--- src/rtl/tinst_pkg.sv ---
// Shared definitions for the tile-instruction memory sequencer: instruction
// encodings, FSM state encoding and default bus widths.
package tinst_pkg;

  localparam int TINST_TYPE_WIDTH   = 2;
  localparam int DEFAULT_ADDR_WIDTH = 64;
  localparam int DEFAULT_DATA_WIDTH = 256;

  localparam logic [TINST_TYPE_WIDTH-1:0] TINST_TYPE_TMMA       = 2'd0;
  localparam logic [TINST_TYPE_WIDTH-1:0] TINST_TYPE_PRELOADA   = 2'd1;
  localparam logic [TINST_TYPE_WIDTH-1:0] TINST_TYPE_PRELOADC   = 2'd2;
  localparam logic [TINST_TYPE_WIDTH-1:0] TINST_TYPE_POSTSTOREC = 2'd3;

  typedef enum logic [1:0] {
    ST_IDLE  = 2'd0,
    ST_LOAD  = 2'd1,
    ST_STORE = 2'd2
  } seq_state_e;

  function automatic logic tinst_is_store(input logic [TINST_TYPE_WIDTH-1:0] t);
    return (t == TINST_TYPE_POSTSTOREC);
  endfunction

endpackage

--- src/rtl/tile_addr_gen.sv ---
// Running base/stride address register with a beat index; load restarts the
// walk at base, each step advances the address by stride (wrapping).
module tile_addr_gen #(
  parameter int ADDR_WIDTH = 64,
  parameter int IDX_W      = 7
) (
  input  logic                  clk,
  input  logic                  rst_n,
  input  logic                  load_i,
  input  logic                  step_i,
  input  logic [ADDR_WIDTH-1:0] base_i,
  input  logic [ADDR_WIDTH-1:0] stride_i,
  output logic [ADDR_WIDTH-1:0] addr_o,
  output logic [IDX_W-1:0]      idx_o
);

  logic [ADDR_WIDTH-1:0] addr_q;
  logic [ADDR_WIDTH-1:0] stride_q;
  logic [IDX_W-1:0]      idx_q;

  // Address, stride and index registers
  always_ff @(posedge clk or negedge rst_n) begin
    if (!rst_n) begin
      addr_q   <= '0;
      stride_q <= '0;
      idx_q    <= '0;
    end else if (load_i) begin
      addr_q   <= base_i;
      stride_q <= stride_i;
      idx_q    <= '0;
    end else if (step_i) begin
      addr_q   <= addr_q + stride_q;
      idx_q    <= idx_q + IDX_W'(1);
    end
  end

  assign addr_o = addr_q;
  assign idx_o  = idx_q;

endmodule

--- src/rtl/tile_mem_seq.sv ---
// Tile-instruction memory sequencer: turns one load/store tile instruction
// into a strided, credit-limited read burst or a backpressured write burst.
module tile_mem_seq
  import tinst_pkg::*;
#(
  parameter int ADDR_WIDTH      = DEFAULT_ADDR_WIDTH,
  parameter int DATA_WIDTH      = DEFAULT_DATA_WIDTH,
  parameter int BEAT_W          = 6,
  parameter int MAX_OUTSTANDING = 8,
  parameter int OUTS_W          = 4
) (
  input  logic                        clk,
  input  logic                        rst_n,
  input  logic                        inst_valid_i,
  output logic                        inst_ready_o,
  input  logic [TINST_TYPE_WIDTH-1:0] inst_type_i,
  input  logic [ADDR_WIDTH-1:0]       inst_addr_i,
  input  logic [ADDR_WIDTH-1:0]       inst_stride_i,
  input  logic [BEAT_W-1:0]           inst_beats_i,
  output logic                        ar_valid_o,
  input  logic                        ar_ready_i,
  output logic [ADDR_WIDTH-1:0]       ar_addr_o,
  input  logic                        r_valid_i,
  output logic                        r_ready_o,
  input  logic [DATA_WIDTH-1:0]       r_data_i,
  output logic                        ld_valid_o,
  input  logic                        ld_ready_i,
  output logic [TINST_TYPE_WIDTH-1:0] ld_type_o,
  output logic [BEAT_W-1:0]           ld_cnt_o,
  output logic [DATA_WIDTH-1:0]       ld_data_o,
  input  logic                        st_valid_i,
  output logic                        st_ready_o,
  input  logic [DATA_WIDTH-1:0]       st_data_i,
  output logic                        aw_valid_o,
  input  logic                        aw_ready_i,
  output logic [ADDR_WIDTH-1:0]       aw_addr_o,
  output logic [DATA_WIDTH-1:0]       aw_data_o,
  output logic                        done_o,
  output logic                        busy_o
);

  seq_state_e                  state_q, state_d;
  logic                        done_q, done_d;
  logic [TINST_TYPE_WIDTH-1:0] type_q;
  logic [BEAT_W-1:0]           beats_q;
  logic [BEAT_W-1:0]           r_idx_q;
  logic [OUTS_W-1:0]           outs_q;

  logic              is_load_s, is_store_s;
  logic              inst_hs_s, ar_hs_s, r_hs_s, aw_hs_s;
  logic              ld_last_s, st_last_s;
  logic [BEAT_W:0]   ar_idx_s, aw_idx_s;
  logic [ADDR_WIDTH-1:0] ar_addr_s, aw_addr_s;

  assign is_load_s  = (state_q == ST_LOAD);
  assign is_store_s = (state_q == ST_STORE);

  assign inst_ready_o = (state_q == ST_IDLE);
  assign busy_o       = ~inst_ready_o;
  assign done_o       = done_q;

  // ar_idx carries one extra bit so a full 2^BEAT_W burst can still stop
  assign ar_valid_o = is_load_s & (ar_idx_s <= {1'b0, beats_q})
                    & (outs_q < OUTS_W'(MAX_OUTSTANDING));
  assign ar_addr_o  = ar_addr_s;
  assign r_ready_o  = is_load_s & ld_ready_i;
  assign ld_valid_o = is_load_s & r_valid_i;
  assign ld_data_o  = is_load_s ? r_data_i : '0;
  assign ld_cnt_o   = r_idx_q;
  assign ld_type_o  = type_q;

  assign aw_valid_o = is_store_s & st_valid_i;
  assign st_ready_o = is_store_s & aw_ready_i;
  assign aw_data_o  = is_store_s ? st_data_i : '0;
  assign aw_addr_o  = aw_addr_s;

  assign inst_hs_s = inst_valid_i & inst_ready_o;
  assign ar_hs_s   = ar_valid_o & ar_ready_i;
  assign r_hs_s    = r_valid_i & r_ready_o;
  assign aw_hs_s   = aw_valid_o & aw_ready_i;
  assign ld_last_s = r_hs_s & (r_idx_q == beats_q);
  assign st_last_s = aw_hs_s & (aw_idx_s == {1'b0, beats_q});

  tile_addr_gen #(.ADDR_WIDTH(ADDR_WIDTH), .IDX_W(BEAT_W + 1)) u_rd_addr (
    .clk     (clk),
    .rst_n   (rst_n),
    .load_i  (inst_hs_s),
    .step_i  (ar_hs_s),
    .base_i  (inst_addr_i),
    .stride_i(inst_stride_i),
    .addr_o  (ar_addr_s),
    .idx_o   (ar_idx_s)
  );

  tile_addr_gen #(.ADDR_WIDTH(ADDR_WIDTH), .IDX_W(BEAT_W + 1)) u_wr_addr (
    .clk     (clk),
    .rst_n   (rst_n),
    .load_i  (inst_hs_s),
    .step_i  (aw_hs_s),
    .base_i  (inst_addr_i),
    .stride_i(inst_stride_i),
    .addr_o  (aw_addr_s),
    .idx_o   (aw_idx_s)
  );

  // Next-state and completion pulse
  always_comb begin
    state_d = state_q;
    done_d  = 1'b0;
    case (state_q)
      ST_IDLE: begin
        if (inst_valid_i) begin
          state_d = tinst_is_store(inst_type_i) ? ST_STORE : ST_LOAD;
        end else begin
          state_d = ST_IDLE;
        end
      end
      ST_LOAD: begin
        if (ld_last_s) begin
          state_d = ST_IDLE;
          done_d  = 1'b1;
        end else begin
          state_d = ST_LOAD;
        end
      end
      ST_STORE: begin
        if (st_last_s) begin
          state_d = ST_IDLE;
          done_d  = 1'b1;
        end else begin
          state_d = ST_STORE;
        end
      end
      default: state_d = ST_IDLE;
    endcase
  end

  // State and done registers
  always_ff @(posedge clk or negedge rst_n) begin
    if (!rst_n) begin
      state_q <= ST_IDLE;
      done_q  <= 1'b0;
    end else begin
      state_q <= state_d;
      done_q  <= done_d;
    end
  end

  // Latched instruction fields, load-beat index and outstanding-read credit
  always_ff @(posedge clk or negedge rst_n) begin
    if (!rst_n) begin
      type_q  <= '0;
      beats_q <= '0;
      r_idx_q <= '0;
      outs_q  <= '0;
    end else if (inst_hs_s) begin
      type_q  <= inst_type_i;
      beats_q <= inst_beats_i;
      r_idx_q <= '0;
      outs_q  <= '0;
    end else begin
      if (r_hs_s) begin
        r_idx_q <= r_idx_q + BEAT_W'(1);
      end
      case ({ar_hs_s, r_hs_s})
        2'b10:   outs_q <= outs_q + OUTS_W'(1);
        2'b01:   outs_q <= outs_q - OUTS_W'(1);
        default: outs_q <= outs_q;
      endcase
    end
  end

endmodule
--- config.mk ---
export PLATFORM = sky130hd
export DESIGN_NAME = tile_mem_seq
export DESIGN_NICKNAME = d
export VERILOG_FILES = /design/src/rtl/tinst_pkg.sv /design/src/rtl/tile_addr_gen.sv /design/src/rtl/tile_mem_seq.sv
export SDC_FILE = /design/constraint.sdc
export NUM_CORES = 1
export LEC_CHECK = 0
export CORE_AREA = 2 2 513 515
export CTS_BUF_LIST = sky130_fd_sc_hd__clkbuf_16
export CTS_CLUSTER_DIAMETER = 50
export DETAILED_ROUTE_END_ITERATION = 12
export DIE_AREA = 0 0 515 517
export SLEW_MARGIN = 30
export SYNTH_ARGS = -nofsm -noshare
export SYNTH_HDL_FRONTEND = slang
export SYNTH_SLANG_ARGS = --single-unit
--- constraint.sdc ---
create_clock -name clk -period 5.71 [get_ports clk]
set_clock_uncertainty 0.2 [all_clocks]
set_input_delay 1.142 -clock clk [delete_from_list [all_inputs] [get_ports clk]]
set_output_delay 1.142 -clock clk [all_outputs]
set_load 0.05 [all_outputs]
* Yosys cells after proc, flatten, opt, wreduce, memory -nomap -nowiden
Index checks and enable logic that the tools add are counted.
** Word-level totals
- Bits in registers :: 227
- Bits of input ports :: 656
- Output and inout bits :: 656
- Logic and storage cells :: 67
** Cells by class
- Add/sub/neg operators :: 7
- $lt $le $gt $ge :: 2
- Equal/unequal tests :: 7
- Multiplexer cells :: 22
- Bitwise gates (word level) :: 13
- Reduce and logical (&&, ||, !) cells :: 5
** Operators by type and width (number)
- $mux W256 :: 2
- $mux W64 :: 4
- $add A64 B64 Y64 :: 2
- $mux W7 :: 4
- $add A7 B1 Y7 const B :: 2
- $and A1 B1 Y1 :: 12
- $mux W6 :: 2
- $pmux W4 S2 :: 1
- $eq A7 B6 Y1 :: 1
- $le A7 B6 Y1 :: 1
- $add A6 B1 Y6 const B :: 1
- $eq A2 B2 Y1 const B :: 3
- $eq A6 B6 Y1 :: 1
- $mux W2 :: 3
- $pmux W2 S3 :: 1
- $reduce_bool A2 Y1 :: 3
- $add A4 B1 Y4 const B :: 1
- $eq A2 B1 Y1 const B :: 2
- $lt A4 B4 Y1 const B :: 1
- $mux W4 :: 1
- $sub A4 B1 Y4 const B :: 1
- $mux W1 :: 3
- $reduce_bool A3 Y1 :: 1
- $logic_not A2 Y1 :: 1
- 2 further kinds :: 2

* Depth between registers and ports, before layout
- Depth in word-level cells :: 7
- Gate-level depth with buffers :: 20
- Gate-level depth less buffers :: 17

* By module
A second synthesis with hierarchy kept.
** Unflattened totals
- Cell total of the unflattened synthesis :: 2692
- Area total of the unflattened synthesis :: 23316.1 um^2
** Modules (own cells, without submodules)
- tile_addr_gen (u_rd_addr) :: instances 1, cells each 995, area each 9283.9 um^2, seq. area each 3378.2 um^2
- tile_addr_gen (u_wr_addr) :: instances 1, cells each 974, area each 9186.3 um^2, seq. area each 3378.2 um^2
- tile_mem_seq :: instances 1, cells each 723, area each 4845.9 um^2, seq. area each 525.5 um^2

* Worst setup path after synthesis
No wires, ideal clock.
- Path type :: reg2reg
- Start :: register beats_q[4]
- End :: register outs_q[3]
- Setup time :: 0.132 ns
- Arrival :: 3.732 ns
- Data required time :: 5.378 ns
- Setup slack :: 1.646 ns
- Cell stages (with the launch flop) :: 20
- Buffers on the path :: 3
- Period minus slack after synthesis :: 4.064 ns
- Cell sequence :: dfrtp_1 > inv_1 > ha_1 > a21o_1 > a211oi_1 > o21ai_0 > o21ai_0 > and3b_1 > and2_1 > clkbuf_1 > clkbuf_1 > clkbuf_1 > nor2_1 > ha_1 > a21o_1 > a21oi_1 > or3_1 > nand2_1 > xnor2_1 > nor2_1
** Between the ends
- Cells in the longest elaborated chain, start to end :: 7
- Elaborated cells on any way between the ends :: 9
- Those cells by class :: order compare (1); eq/ne (2); mux (2); bitwise (3); reduce/logical (1)
** RTL lines
- from (decl) :: line tile_mem_seq.sv:45 : logic [BEAT_W-1:0] beats_q;
- from (signal assigned) :: line tile_mem_seq.sv:158 : beats_q <= inst_beats_i;
- $le A7 B6 Y1 (*) :: line tile_mem_seq.sv:63 : assign ar_valid_o = is_load_s & (ar_idx_s <= {1'b0, beats_q})
- $and A1 B1 Y1 (*) :: line tile_mem_seq.sv:63
- $and A1 B1 Y1 (*) :: line tile_mem_seq.sv:64 : & (outs_q < OUTS_W'(MAX_OUTSTANDING));
- named net ar_valid_o :: line tile_mem_seq.sv:20 : output logic ar_valid_o,
- $and A1 B1 Y1 (*) :: line tile_mem_seq.sv:78 : assign ar_hs_s = ar_valid_o & ar_ready_i;
- $eq A2 B1 Y1 / $eq A2 B2 Y1 (equally long branches) :: line tile_mem_seq.sv:165 : case ({ar_hs_s, r_hs_s})
- $pmux W4 S2 :: line tile_mem_seq.sv:165
- $mux W4 :: line tile_mem_seq.sv:156 : end else if (inst_hs_s) begin
- to (signal assigned) :: line tile_mem_seq.sv:166 : 2'b10: outs_q <= outs_q + OUTS_W'(1);
- to (signal assigned) :: line tile_mem_seq.sv:167 : 2'b01: outs_q <= outs_q - OUTS_W'(1);
- to (signal assigned) :: line tile_mem_seq.sv:168 : default: outs_q <= outs_q;
- to (decl) :: line tile_mem_seq.sv:47 : logic [OUTS_W-1:0] outs_q;
The timed path passes the listed nets; every way through them passes the cells marked *.
A chain may end at the register's enable or synchronous reset.

* Final worst setup path
- Start :: register beats_q[4]
- End :: output port ar_valid_o
** Between the ends
- Cells in the longest elaborated chain, start to end :: 3
** RTL lines (line)
- $le A7 B6 Y1 :: tile_mem_seq.sv:63
- $and A1 B1 Y1 :: tile_mem_seq.sv:63
- $and A1 B1 Y1 :: tile_mem_seq.sv:64
- to (decl) :: tile_mem_seq.sv:20
No other way between the ends.

==> flow_results.xml <==
<?xml version="1.0" encoding="UTF-8"?>
<metrics>
  <group name="status">
    <metric name="status" unit="">complete, no violations</metric>
  </group>
  <group name="clock_tree">
    <metric name="clk_pin_slew" unit="ns">0.06</metric>
    <metric name="ctsHtreeMaxLevel" unit="">2</metric>
    <metric name="tritoncts.num_buffers" unit="">36</metric>
    <metric name="cts_tree" unit="">yes</metric>
    <metric name="post-cts-setup-buffer-count" unit="">0</metric>
    <metric name="cts-root-to-sink-buffers" unit="">3</metric>
    <metric name="number_of_gates_given_a_new_drive_strength_after_cts" unit="">0</metric>
    <metric name="clkSinkCount" unit="">227</metric>
    <metric name="clkLatencyLatePin" unit="ns">0.61</metric>
    <metric name="ctsHoldBuffers" unit="">0</metric>
    <metric name="cts_root_buf" unit="">clkbuf_16</metric>
  </group>
  <group name="routing">
    <metric name="vias_per_cell" unit="">3.68</metric>
    <metric name="detailed_route_wire_length" unit="um">334000</metric>
    <metric name="antenna_violating_nets_post_route" unit="">0</metric>
    <metric name="detailroute.via_count" unit="">27700</metric>
    <metric name="first_pass_iters" unit="">8</metric>
    <metric name="drt_first_iter_violations" unit="">2699</metric>
    <metric name="routed_wire_length_per_instance" unit="um">44.4</metric>
    <metric name="drc_markers" unit="">0</metric>
  </group>
  <group name="grt">
    <metric name="wire_length_of_the_first_global_routing_pass" unit="um">387000</metric>
    <metric name="globalRouteMet1Util" unit="%">19.3</metric>
    <metric name="met2_usage" unit="%">42.6</metric>
    <metric name="globalRoute.totalOverflow" unit="">0</metric>
    <metric name="grt_max_degree" unit="">98</metric>
    <metric name="number_of_antenna_violations_at_the_first_check_in_global_routing" unit="">431</metric>
    <metric name="grtUsageMet3" unit="%">15.9</metric>
    <metric name="grt_most_used_layer" unit="">met2</metric>
    <metric name="grt_pass1_vias" unit="">25600</metric>
    <metric name="groute.usage.overall" unit="%">24.1</metric>
  </group>
  <group name="yosys">
    <metric name="synth.ff_latch_count" unit="">227</metric>
    <metric name="synth_top_flop_cell" unit="">dfrtp_1</metric>
    <metric name="synth.lib_cells_used.distinct" unit="">74</metric>
    <metric name="synth-edff-count" unit="">0</metric>
    <metric name="ys_seq_area_share" unit="%">27.9</metric>
    <metric name="postSynth.asyncResetShare" unit="%">100</metric>
    <metric name="synthCells" unit="">2695</metric>
    <metric name="average_cell_area_after_synthesis" unit="um^2">7.56</metric>
    <metric name="synth-simple-area-share" unit="%">32.5</metric>
    <metric name="synth-compound-area-share" unit="%">20.2</metric>
    <metric name="postSynthNetCount" unit="">3495</metric>
    <metric name="synth_top_family_by_area" unit="">simple AND/OR/NAND/NOR gates</metric>
    <metric name="synth_xor_xnor_area_share" unit="%">5.98</metric>
    <metric name="post_synthesis_cell_area" unit="mm^2">0.0204</metric>
    <metric name="adder_cell_share_of_the_synthesized_area" unit="%">8.96</metric>
    <metric name="synth_warnings" unit="">0</metric>
    <metric name="synthMuxAreaShare" unit="%">0.553</metric>
  </group>
  <group name="pwr">
    <metric name="vdd_drop_max" unit="uV">338</metric>
    <metric name="post-layout-total-power" unit="W">0.0268</metric>
    <metric name="power.leakage" unit="nW">15.3</metric>
    <metric name="power.density_cell_area" unit="mW/mm^2">690</metric>
  </group>
  <group name="die">
    <metric name="placement_rows" unit="">188</metric>
    <metric name="io_pins" unit="">1312</metric>
    <metric name="die_y" unit="um">517</metric>
    <metric name="design.die.area" unit="mm^2">0.266</metric>
    <metric name="standard_cell_core_area" unit="mm^2">0.261</metric>
    <metric name="chipWidth" unit="um">515</metric>
    <metric name="initial_core_utilization" unit="%">7.80</metric>
  </group>
  <group name="setup_path">
    <metric name="worst_r2r_startpoint" unit="">u_wr_addr.addr_o[0]</metric>
    <metric name="path_delay_family" unit="">buffers and inverters</metric>
    <metric name="setup.worst_path.class" unit="">flop to output port</metric>
    <metric name="crit_path_max_incr_delay" unit="ns">0.96</metric>
    <metric name="critPathCaptureType" unit="">output port</metric>
    <metric name="worstPathCellList" unit="">inv_1 &gt; ha_1 &gt; a21o_1 &gt; a211oi_1 &gt; o21ai_0 &gt; o21ai_0 &gt; and3b_1 &gt; clkdlybuf4s50_1</metric>
    <metric name="cpMaxStageDelayCell" unit="">clkdlybuf4s50_1</metric>
    <metric name="worstRegToRegCells" unit="">15</metric>
    <metric name="critPathLaunchType" unit="">flop</metric>
    <metric name="worst-endpoint-arrival" unit="ns">3.76</metric>
    <metric name="worst_ep_required_time" unit="ns">4.37</metric>
    <metric name="crit_fanout" unit="">3</metric>
    <metric name="timing.reg2reg.setup_slack" unit="ns">0.89</metric>
    <metric name="timing.critical_path.buf_inv" unit="">2</metric>
    <metric name="critical-path-top-cell-by-count" unit="">o21ai_0</metric>
    <metric name="regToRegEndpoint" unit="">u_wr_addr.addr_o[62]</metric>
  </group>
  <group name="cells_and_area">
    <metric name="most_common_cell_after_layout_fill_and_taps_aside" unit="">clkdlybuf4s50_1</metric>
    <metric name="final_design_utilization" unit="%">14.9</metric>
    <metric name="layout_cells_sized_above_1" unit="%">6.75</metric>
    <metric name="layout.cells.most_common_list" unit="">clkdlybuf4s50_1, and2_1, nand2_1</metric>
    <metric name="area_growth" unit="%">91.0</metric>
    <metric name="final_nets" unit="">4717</metric>
  </group>
  <group name="timing">
    <metric name="final.min_clock_period" unit="ns">5.10</metric>
    <metric name="slew_headroom" unit="%">31.5</metric>
    <metric name="finalCritPeriodShare" unit="%">89.3</metric>
    <metric name="hold_ws" unit="ns">0.284</metric>
    <metric name="fmaxAchievable" unit="MHz">196</metric>
    <metric name="total_count_of_max_transition_violations_in_the_final_report" unit="">0</metric>
    <metric name="setup_viol" unit="">0</metric>
    <metric name="final_hold_viol_count" unit="">0</metric>
    <metric name="unrepaired_setup_endpoints_after_global_routing" unit="">no</metric>
    <metric name="totalNegativeSetupSlack" unit="ns">0</metric>
    <metric name="worstMarginPinSlew" unit="ns">1.02</metric>
  </group>
  <group name="run">
    <metric name="maxCapViolations" unit="">0</metric>
  </group>
  <group name="min_path">
    <metric name="hold_path.class" unit="">flop to flop</metric>
    <metric name="min_delay_worst_endpoint" unit="">ld_type_o[1]</metric>
    <metric name="hold_start" unit="">ld_type_o[1]</metric>
    <metric name="min_delay_path_depth" unit="">2</metric>
  </group>
  <group name="place">
    <metric name="dpl.hpwl" unit="um">308000</metric>
    <metric name="port_buffers" unit="">1311</metric>
    <metric name="place_congestion" unit="">1.06</metric>
  </group>
</metrics>
per-stage QoR:
| step | cell area (um^2) | std cells | setup slack (ns) |
|---|---|---|---|
| 3_3_place_gp | 37400 | 7299 | 0.905 |
| 3_5_place_dp | 37300 | 7299 | 0.922 |
| 4_1_cts | 38600 | 7363 | 0.596 |
| 5_1_grt | 38700 | 7449 | 0.543 |
| 6_report | 38900 | 7525 | 0.609 |
| 2_1_floorplan | 20400 | 2695 | 1.65 |
sequential cells by signal, indices dropped and copies added (netlist names):
register,cells
beats_q,6
done_o,1
ld_cnt_o,6
ld_type_o,2
outs_q,4
state_q,2
u_rd_addr.addr_o,64
u_rd_addr.idx_o,7
u_rd_addr.stride_q,64
u_wr_addr.addr_o,64
u_wr_addr.idx_o,7
layer usage:
layer	share of wire (%)	vias to the layer above
met4	8.0	132
met2	49	1978
met1	27	13000
met3	16	757
met5	0.28	-
li1	-	11900
layout make-up:
class	count	area [um^2]
Inverter	40	150
Timing Repair Buffer	1355	13200
Antenna cell	162	405
Sequential cell	227	5680
Clock buffer	36	901
Clock inverter	28	325
Tap cell	3420	4280
Multi-Input combinational cell	2257	13900
Fill cell	30000	222000
synth_stat cells (all sizes together), types with 9 or more instances:
library cell  number  area, um^2
o21bai            25         191
xor2              65         569
a21o              84         631
a211oi            24         180
a31oi             32         200
o21ai            151         763
dfrtp            227        5680
nor3              28         140
and2             524        3280
and3              19         119
nand2            415        1560
or3               14        92.6
nand4             35         219
nand2b            10        62.6
ha               141        1760
xnor2             74         648
nand3             36         180
buf               19        77.6
nor2b             20         125
a21oi            247        1240
inv               40         150
nor4              10        62.6
nor2             168         631
mux2i              9        90.1
o21a              19         143
o211ai            13        97.6
clkbuf           152         571
power breakdown:
part	leakage [nW]	internal, W	total (W)	switching, W
logic	12.0	0.00679	0.0211	0.0143
registers	2.70	0.00235	0.00337	0.00103
clock network	0.605	0.00134	0.00238	0.00104
tightest hold or removal path: stages, from the launching register on:
cell     delay (ns)
dfrtp_1        0.34
nand2_1        0.05
nand2_1        0.05
kinds of logic (layout without fill, tap and decap cells):
logic type | count (synthesis) | count (layout)
AND/OR/NAND/NOR | 1296 | 1296
AO/OA/AOI/OAI | 667 | 667
flip-flops | 227 | 227
buffers and inverters | 211 | 1459
adder cells (fa/ha/maj) | 144 | 144
XOR/XNOR | 139 | 139
multiplexers | 11 | 11
other | 0 | 162
worst max-delay path by stage:
stage,from,endpoint,slack (ns),depth (start not counted)
finish,beats_q[4],ar_valid_o,0.61,8
floorplan,beats_q[4],outs_q[3],1.65,19
detailed placement,r_data_i[57],ld_data_o[57],0.92,3
CTS,beats_q[4],ar_valid_o,0.60,8
global route,beats_q[4],ar_valid_o,0.54,8
global placement,r_data_i[57],ld_data_o[57],0.90,3
(Power assumes the default switching activity.)
